`config.mk`:
```
export PLATFORM = sky130hd
export DESIGN_NAME = fetch_unit
export DESIGN_NICKNAME = d
export VERILOG_FILES = /design/src/rtl/fetch_unit.sv
export SDC_FILE = /design/constraint.sdc
export NUM_CORES = 1
export LEC_CHECK = 0
export BUFFER_PORTS_ARGS = -buffer_cell sky130_fd_sc_hd__buf_2
export CAP_MARGIN = 20
export CORE_UTILIZATION = 45
export CTS_CLUSTER_SIZE = 16
export DETAILED_ROUTE_END_ITERATION = 16
export PLACE_DENSITY = 0.81
export SYNTH_ARGS = -nofsm -noshare
export SYNTH_HDL_FRONTEND = slang
export SYNTH_SLANG_ARGS = --single-unit
```
`constraint.sdc`:
```
create_clock -name clk -period 6.1 [get_ports clk]
set_clock_uncertainty 0.15 [all_clocks]
set_input_delay 0.61 -clock clk [delete_from_list [all_inputs] [get_ports clk]]
set_output_delay 0.61 -clock clk [all_outputs]
set_load 0.05 [all_outputs]
```
`src/rtl/fetch_unit.sv`:
```
// Instruction fetch unit: issues one read per accepted request to a fixed-latency
// instruction memory and presents the fetched word (or a misalignment fault) to decode.
module fetch_unit #(
  parameter int unsigned ADDR_WIDTH  = 15,
  parameter int unsigned MEM_LATENCY = 2
) (
  input  logic                  clk,
  input  logic                  rstn,
  input  logic                  enable,
  input  logic                  abort,
  input  logic [31:0]           pc,
  output logic                  done,
  output logic [31:0]           command,
  output logic                  misalign,
  output logic                  busy,
  output logic                  imem_en,
  output logic [ADDR_WIDTH-1:0] imem_addr,
  input  logic [31:0]           imem_rdata,
  output logic [31:0]           fetch_count
);

  localparam logic [2:0] WaitLoad = 3'(MEM_LATENCY);

  typedef enum logic [1:0] {StIdle, StIssue, StWait, StDone} state_e;

  state_e                state_q, state_d;
  logic [2:0]            cnt_q, cnt_d;
  logic                  done_q, done_d;
  logic [31:0]           cmd_q, cmd_d;
  logic                  mis_q, mis_d;
  logic                  busy_q, busy_d;
  logic                  en_q, en_d;
  logic [ADDR_WIDTH-1:0] addr_q, addr_d;
  logic [31:0]           count_q, count_d;

  // Address bits beyond the memory size wrap; they are deliberately dropped.
  if (ADDR_WIDTH + 2 < 32) begin : g_unused_pc
    logic unused_pc_hi;
    assign unused_pc_hi = ^pc[31:ADDR_WIDTH+2];
  end

  always_comb begin
    state_d = state_q;
    cnt_d   = cnt_q;
    done_d  = 1'b0;
    cmd_d   = cmd_q;
    mis_d   = mis_q;
    en_d    = 1'b0;
    addr_d  = addr_q;
    count_d = count_q;

    case (state_q)
      StIdle: begin
        if (enable && !abort) begin
          if (pc[1:0] == 2'b00) begin
            state_d = StIssue;
            en_d    = 1'b1;
            addr_d  = pc[ADDR_WIDTH+1:2];
          end else begin
            // Faulting fetch never touches memory.
            state_d = StDone;
            done_d  = 1'b1;
            mis_d   = 1'b1;
            cmd_d   = 32'h0;
          end
        end
      end
      StIssue: begin
        if (abort) begin
          state_d = StIdle;
        end else begin
          cnt_d   = WaitLoad;
          state_d = StWait;
        end
      end
      StWait: begin
        if (abort) begin
          state_d = StIdle;
        end else begin
          cnt_d = cnt_q - 3'd1;
          // Counter hits zero on this edge: read data is valid now.
          if (cnt_q <= 3'd1) begin
            state_d = StDone;
            done_d  = 1'b1;
            cmd_d   = imem_rdata;
            mis_d   = 1'b0;
            count_d = count_q + 32'd1;
          end
        end
      end
      StDone: begin
        state_d = StIdle;
      end
      default: begin
        state_d = StIdle;
      end
    endcase

    busy_d = (state_d != StIdle);
  end

  always_ff @(posedge clk or posedge rstn) begin
    if (rstn) begin
      state_q <= StIdle;
      cnt_q   <= 3'd0;
      done_q  <= 1'b0;
      cmd_q   <= 32'h0;
      mis_q   <= 1'b0;
      busy_q  <= 1'b0;
      en_q    <= 1'b0;
      addr_q  <= '0;
      count_q <= 32'h0;
    end else begin
      state_q <= state_d;
      cnt_q   <= cnt_d;
      done_q  <= done_d;
      cmd_q   <= cmd_d;
      mis_q   <= mis_d;
      busy_q  <= busy_d;
      en_q    <= en_d;
      addr_q  <= addr_d;
      count_q <= count_d;
    end
  end

  assign done        = done_q;
  assign command     = cmd_q;
  assign misalign    = mis_q;
  assign busy        = busy_q;
  assign imem_en     = en_q;
  assign imem_addr   = addr_q;
  assign fetch_count = count_q;

endmodule

```
==> run_results.csv, run 1 <==
group,metric,value,unit
worst_setup_path,critPathLaunch,"state_q[0]",
run,max-cap-violations,0,
drt,drcViolationCount,0,
placed_design,gp_congestion,0.854,
die,fp.dieH,91.9,µm
logic_synthesis,synth.distinct_cells,38,
sta,fmax,0.403,GHz
grt,grt_overflow,0,
logic_synthesis,synth_ff_type,"dfrtp_1",
run_status,outcome,"finished, final reports clean",
grt,grt_util_all_layers,19.3,%
worst_setup_path,critPathCaptureType,"register",
die,num_rows,32,
clocking,hold_buffers,0,
clocking,postCtsSetupBuffers,0,
sta,fin_crit,2.48,ns
power,p_leak,2.58,nW
worst_setup_path,critPathRequiredTime,6.17,ns
clocking,cts_buffers,9,
sta,grt_setup_unrepaired,"no",
logic_synthesis,synthAdderAreaFrac,0.688,%
logic_synthesis,synth_top_family_by_area,"simple AND/OR/NAND/NOR gates",
finish,layout-drive-gt1-share,40.7,%
logic_synthesis,seq_area_frac_synth,60.6,%
logic_synthesis,synthCells,286,
drt,first_pass_iters,4,
grt,antenna_found_initial,0,
logic_synthesis,muxShareOfSynthArea,5.85,%
sta,hold_violations,0,
grt,grt.met3_usage,2.82,%
die,ios,151,
worst_hold_path,hold_class,"in2async",
logic_synthesis,synth_warnings,0,
grt,grt_start_max_net_pins,89,
logic_synthesis,synth-simple-area-share,11.9,%
die,die_x,91.9,µm
grt,first_global_vias,2691,
clocking,clk_latency,0.34,ns
clocking,clock_path_buffers,2,
logic_synthesis,syn-cell-area,3640,µm²
grt,grt_pass1_wl,12700,µm
worst_setup_path,path_max_fanout,20,
logic_synthesis,synth_compound_area_share,9.70,%
finish,final_core_util,59.6,%
logic_synthesis,synth-async-reset-ratio,100,%
worst_setup_path,cp.arrival,2.55,ns
power,finalPower,2.10,mW
clocking,clk_pin_slew_worst_paths,0.08,ns
die,core-area,7770,µm²
drt,antenna_left,0,
finish,syn2layout_area_growth,27.4,%
finish,num_antenna_cells,0,
logic_synthesis,synth_xor_area_share,7.71,%
clocking,ctsResizeCount,0,
grt,globalRouteMet1Util,24.8,%
clocking,htreeDepth,3,
sta,final-setup-viol-count,0,
drt,drt_wl_total,7630,µm
sta,drv_slew,0,
drt,drt-initial-drc-count,108,
worst_setup_path,crit_path_start_kind,"register",
sta,relSlewSlack,45.1,%
placed_design,hpwlAfterDp,5320,µm
placed_design,port_buffers,135,
grt,use_met2,31.7,%
finish,final_nets,490,
logic_synthesis,yosys_register_bits,88,
die,initial_core_util,46.8,%
logic_synthesis,synth_edf_count,0,
clocking,clock-root-buffer,"clkbuf_8",
sta,tightest_slew,0.823,ns
clocking,clock-sinks,88,
drt,vias,2742,
sta,tns,0,ns
drt,wl_per_cell,14.5,µm
sta,post-route-period-util,40.7,%
power,ir_worst_vdd,0.000255,V
worst_setup_path,regToRegSetupSlack,3.62,ns
clocking,cts_tree,"done",
worst_setup_path,r2r-start,"state_q[0]",
drt,viasPerCell,5.20,
worst_setup_path,critPathKind,"reg2reg",
logic_synthesis,syn_nets,356,
grt,top_usage_layer,"met2",
logic_synthesis,syn_avg_cell_area,12.7,µm²
power,cellPowerDensity,453,nW/µm²
die,fp.dieArea,8440,µm²
where the power goes:
part | switching (mW) | total, mW | internal [mW]
combinational | 0.598 | 0.847 | 0.249
clock | 0.191 | 0.445 | 0.254
sequential | 0.0909 | 0.808 | 0.717
layout make-up:
type,count,area (µm²)
fillers,675,3130
flip-flops and latches,88,2200
multi-input cells,173,1300
repair buffers,139,733
clock buffers,12,155
well taps,102,128
clock inverters,4,76.3
inverters,9,35.0
critical path: stages (launching register included):
cell	delay (ns)
dfrtp_1	0.48
nor3_1	0.47
nand2_1	0.39
and2_1	0.44
buf_8	0.25
a22o_1	0.19
cell families after synthesis:
| logic type | Yosys count |
|---|---|
| AND/OR/NAND/NOR | 80 |
| flip-flops | 88 |
| multiplexers | 16 |
| XOR/XNOR | 32 |
| AO/OA/AOI/OAI | 43 |
| adder cells (fa/ha/maj) | 2 |
| buffers and inverters | 25 |
routing by layer:
| layer | up-vias | routed length [µm] |
|---|---|---|
| li1 | 1287 | - |
| met1 | 1340 | 3280 |
| met2 | 99 | 3750 |
| met3 | 16 | 391 |
| met4 | 0 | 201 |
| met5 | - | 0 |
cells in the mapped netlist (3+ instances only):
library cell,count,area [µm²]
xnor2_1,10,87.6
mux2_2,6,67.6
nor2_1,7,26.3
inv_1,9,33.8
nor4_1,8,50.1
xor2_1,22,193
nand2_1,21,78.8
o21ai_0,3,15.0
clkbuf_1,8,30.0
mux2_4,9,135
nor3_1,11,55.1
and3_1,4,25.0
buf_2,4,20.0
and2_1,5,31.3
a22o_1,32,280
nand3_1,7,35.0
dfrtp_1,88,2200
nand4_1,8,50.1
path summary, 6_finish.rpt:
kind	cells after the start	endpoint
setup / recovery	5	command[20]
min in group clk	1	fetch_count[31]
hold reg to reg	1	fetch_count[31]
hold / removal	3	imem_addr[7]
max in group asynchronous	4	fetch_count[4]
setup reg to reg	5	command[20]
flip-flops by register name, summed over array words and instances, names as in the netlist:
| register | flops |
|---|---|
| command | 32 |
| fetch_count | 32 |
| imem_addr | 15 |
| cnt_q | 3 |
| state_q | 2 |
| busy | 1 |
| done | 1 |
| imem_en | 1 |
| misalign | 1 |
cells in the final DEF, fill, tap and decap left out, types with 8 or more instances in the layout:
master / netlist / layout
nor3_1: 11 / 11
dfrtp_1: 88 / 88
nor4_1: 8 / 8
xnor2_1: 10 / 10
clkbuf_8: 0 / 11
xor2_1: 22 / 22
inv_1: 9 / 8
nand2_1: 21 / 21
nand4_1: 8 / 8
buf_2: 4 / 135
a22o_1: 32 / 32
mux2_4: 9 / 9
stage by stage:
step	cells	instance area, µm²	hold slack, ns	setup slack (ns)
after floorplan	286	3640	0.345	3.06
after global placement	509	4360	0.308	3.39
after detailed placement	509	4360	0.308	3.30
after CTS	525	4590	0.316	3.50
after global routing	527	4630	0.208	3.46
final	527	4630	0.181	3.62
(Power assumes the default switching activity.)
==> run 2: changes to the inputs <==
==> constraint.sdc (replaced) <==
create_clock -name clk -period 2.5 [get_ports clk]
set_clock_uncertainty 0.15 [all_clocks]
set_input_delay 0.25 -clock clk [delete_from_list [all_inputs] [get_ports clk]]
set_output_delay 0.25 -clock clk [all_outputs]
set_load 0.05 [all_outputs]
==> run_results.csv, run 2 (synthesis gave the netlist of run 1 again) <==
group,metric,value,unit
run_status,outcome,"finished, final reports clean",
placed_design,hpwlAfterDp,5340,µm
worst_setup_path,cp.arrival,2.38,ns
worst_setup_path,crit_path_start_kind,"input port",
worst_setup_path,crit_slowest_cell,"dlygate4sd3_1",
placed_design,gp_congestion,0.832,
finish,num_antenna_cells,0,
sta,timing.final.ws_setup,0.179,ns
power,ir_worst_vdd,0.000687,V
worst_hold_path,min_from,"pc[0]",
drt,drt_wl_total,8620,µm
die,core-area,7770,µm²
die,ios,151,
clocking,htreeDepth,3,
worst_hold_path,hold_depth,3,
finish,layout-drive-gt1-share,37.7,%
die,initial_core_util,46.8,%
power,cellPowerDensity,1030,nW/µm²
worst_setup_path,rr_worst_depth,5,
placed_design,place_ws,0.137,ns
sta,grt_setup_unrepaired,"no",
finish,final_nets,545,
worst_setup_path,r2r-start,"state_q[0]",
sta,fmax,0.431,GHz
die,fp.dieArea,8440,µm²
die,num_rows,32,
grt,grt_overflow,0,
clocking,cts_tree,"done",
drt,vias,2940,
sta,final-setup-viol-count,0,
grt,first_global_vias,2944,
worst_setup_path,slowest_delay,0.53,ns
die,fp.dieH,91.9,µm
grt,grt_pass1_wl,14100,µm
clocking,clk_pin_slew_worst_paths,0.09,ns
worst_setup_path,critPathLaunch,"enable",
clocking,clock-root-buffer,"clkbuf_8",
sta,tns,0,ns
worst_hold_path,hold_end,"misalign",
sta,hold_violations,0,
worst_setup_path,critPathKind,"in2reg",
finish,syn2layout_area_growth,42.7,%
worst_setup_path,r2r-end,"command[23]",
sta,drv_slew,0,
placed_design,port_buffers,135,
drt,first_pass_iters,4,
worst_setup_path,critPathBufInv,3,
die,die_x,91.9,µm
sta,post-route-period-util,92.8,%
clocking,cts_buffers,9,
finish,fill_cells,555,
sta,relSlewSlack,52.6,%
grt,grt_util_all_layers,21.3,%
grt,antenna_found_initial,0,
clocking,clk_latency,0.34,ns
clocking,clock-sinks,88,
worst_setup_path,path_max_fanout,20,
worst_hold_path,hold_class,"in2reg",
worst_setup_path,cpLargestDelayFamily,"buffers and inverters",
sta,fin_crit,2.32,ns
grt,grt_start_max_net_pins,57,
drt,wl_per_cell,14.8,µm
drt,drt-initial-drc-count,130,
run,max-cap-violations,0,
drt,drcViolationCount,0,
worst_setup_path,cp_cell_sequence,"dlygate4sd3_1 -> buf_2 -> or4b_4 -> o21bai_1 -> and2_1 -> buf_12 -> a22o_1",
worst_setup_path,regToRegSetupSlack,0.27,ns
worst_setup_path,critPathRequiredTime,2.56,ns
clocking,clock_path_buffers,2,
finish,most-common-layout-cells,"buf_2, dfrtp_1, dlygate4sd3_1",
worst_setup_path,critPathCaptureType,"register",
power,p_leak,2.82,nW
sta,tightest_slew,0.710,ns
drt,antenna_left,0,
finish,final_common_cell,"buf_2",
drt,viasPerCell,5.05,
[run 2: through the flow]
stage	hold slack [ns]	std cells	cell area [µm²]	total power, mW	util, %
floorplan	0.207	286	3640	3.59	-
global placement	0.240	516	4440	4.05	57.2
detailed placement	0.256	516	4440	4.09	57.2
CTS	0.00387	579	5160	5.34	66.5
global route	0.0128	582	5190	5.58	66.8
finish	0.0204	582	5190	5.32	66.8
[run 2: per-layer routing]
metal	vias up	wire (µm)	global-route usage, %
met5	-	0	0
met4	0	150	7.42
met3	14	420	3.90
met2	104	4460	37.1
met1	1427	3590	26.6
li1	1395	-	-
[run 2: where the power goes]
part	total, mW	switching (mW)	internal, mW
clock network	1.18	0.482	0.696
logic	2.19	1.51	0.684
registers	1.95	0.200	1.75
[run 2: how the worst max path moves through the flow]
stage / to / slack (ns) / cells past startpoint
6_report: command[23] / 0.18 / 7
5_1_grt: command[23] / 0.10 / 7
3_5_place_dp: fetch_count[27] / 0.14 / 5
4_1_cts: fetch_count[30] / 0.11 / 5
3_3_place_gp: fetch_count[26] / 0.21 / 5
2_1_floorplan: imem_addr[0] / 0.33 / 6
[run 2: timing repair]
item | in CTS | in global routing
endpoints found under the hold margin | 78 | 1
resized for setup | 0 | 0
buffers inserted | 0 | 2
hold buffers | 47 | 1
endpoints found under the setup margin | 0 | 6
[run 2: layout make-up]
cell class	count	area (µm²)	share of cell area, %
multi-input combinational	173	1300	25.1
timing repair buffer	194	1260	24.4
tap	102	128	2.46
clock inverter	6	115	2.22
inverter	9	37.5	0.724
clock buffer	10	138	2.65
sequential	88	2200	42.5
[run 2: worst register-to-register path: stages, from the launching register on]
cell and delay [ns]:
dfrtp_1 0.38, or4b_4 0.55, o21bai_1 0.20, and2_1 0.37, buf_12 0.25, a22o_1 0.21
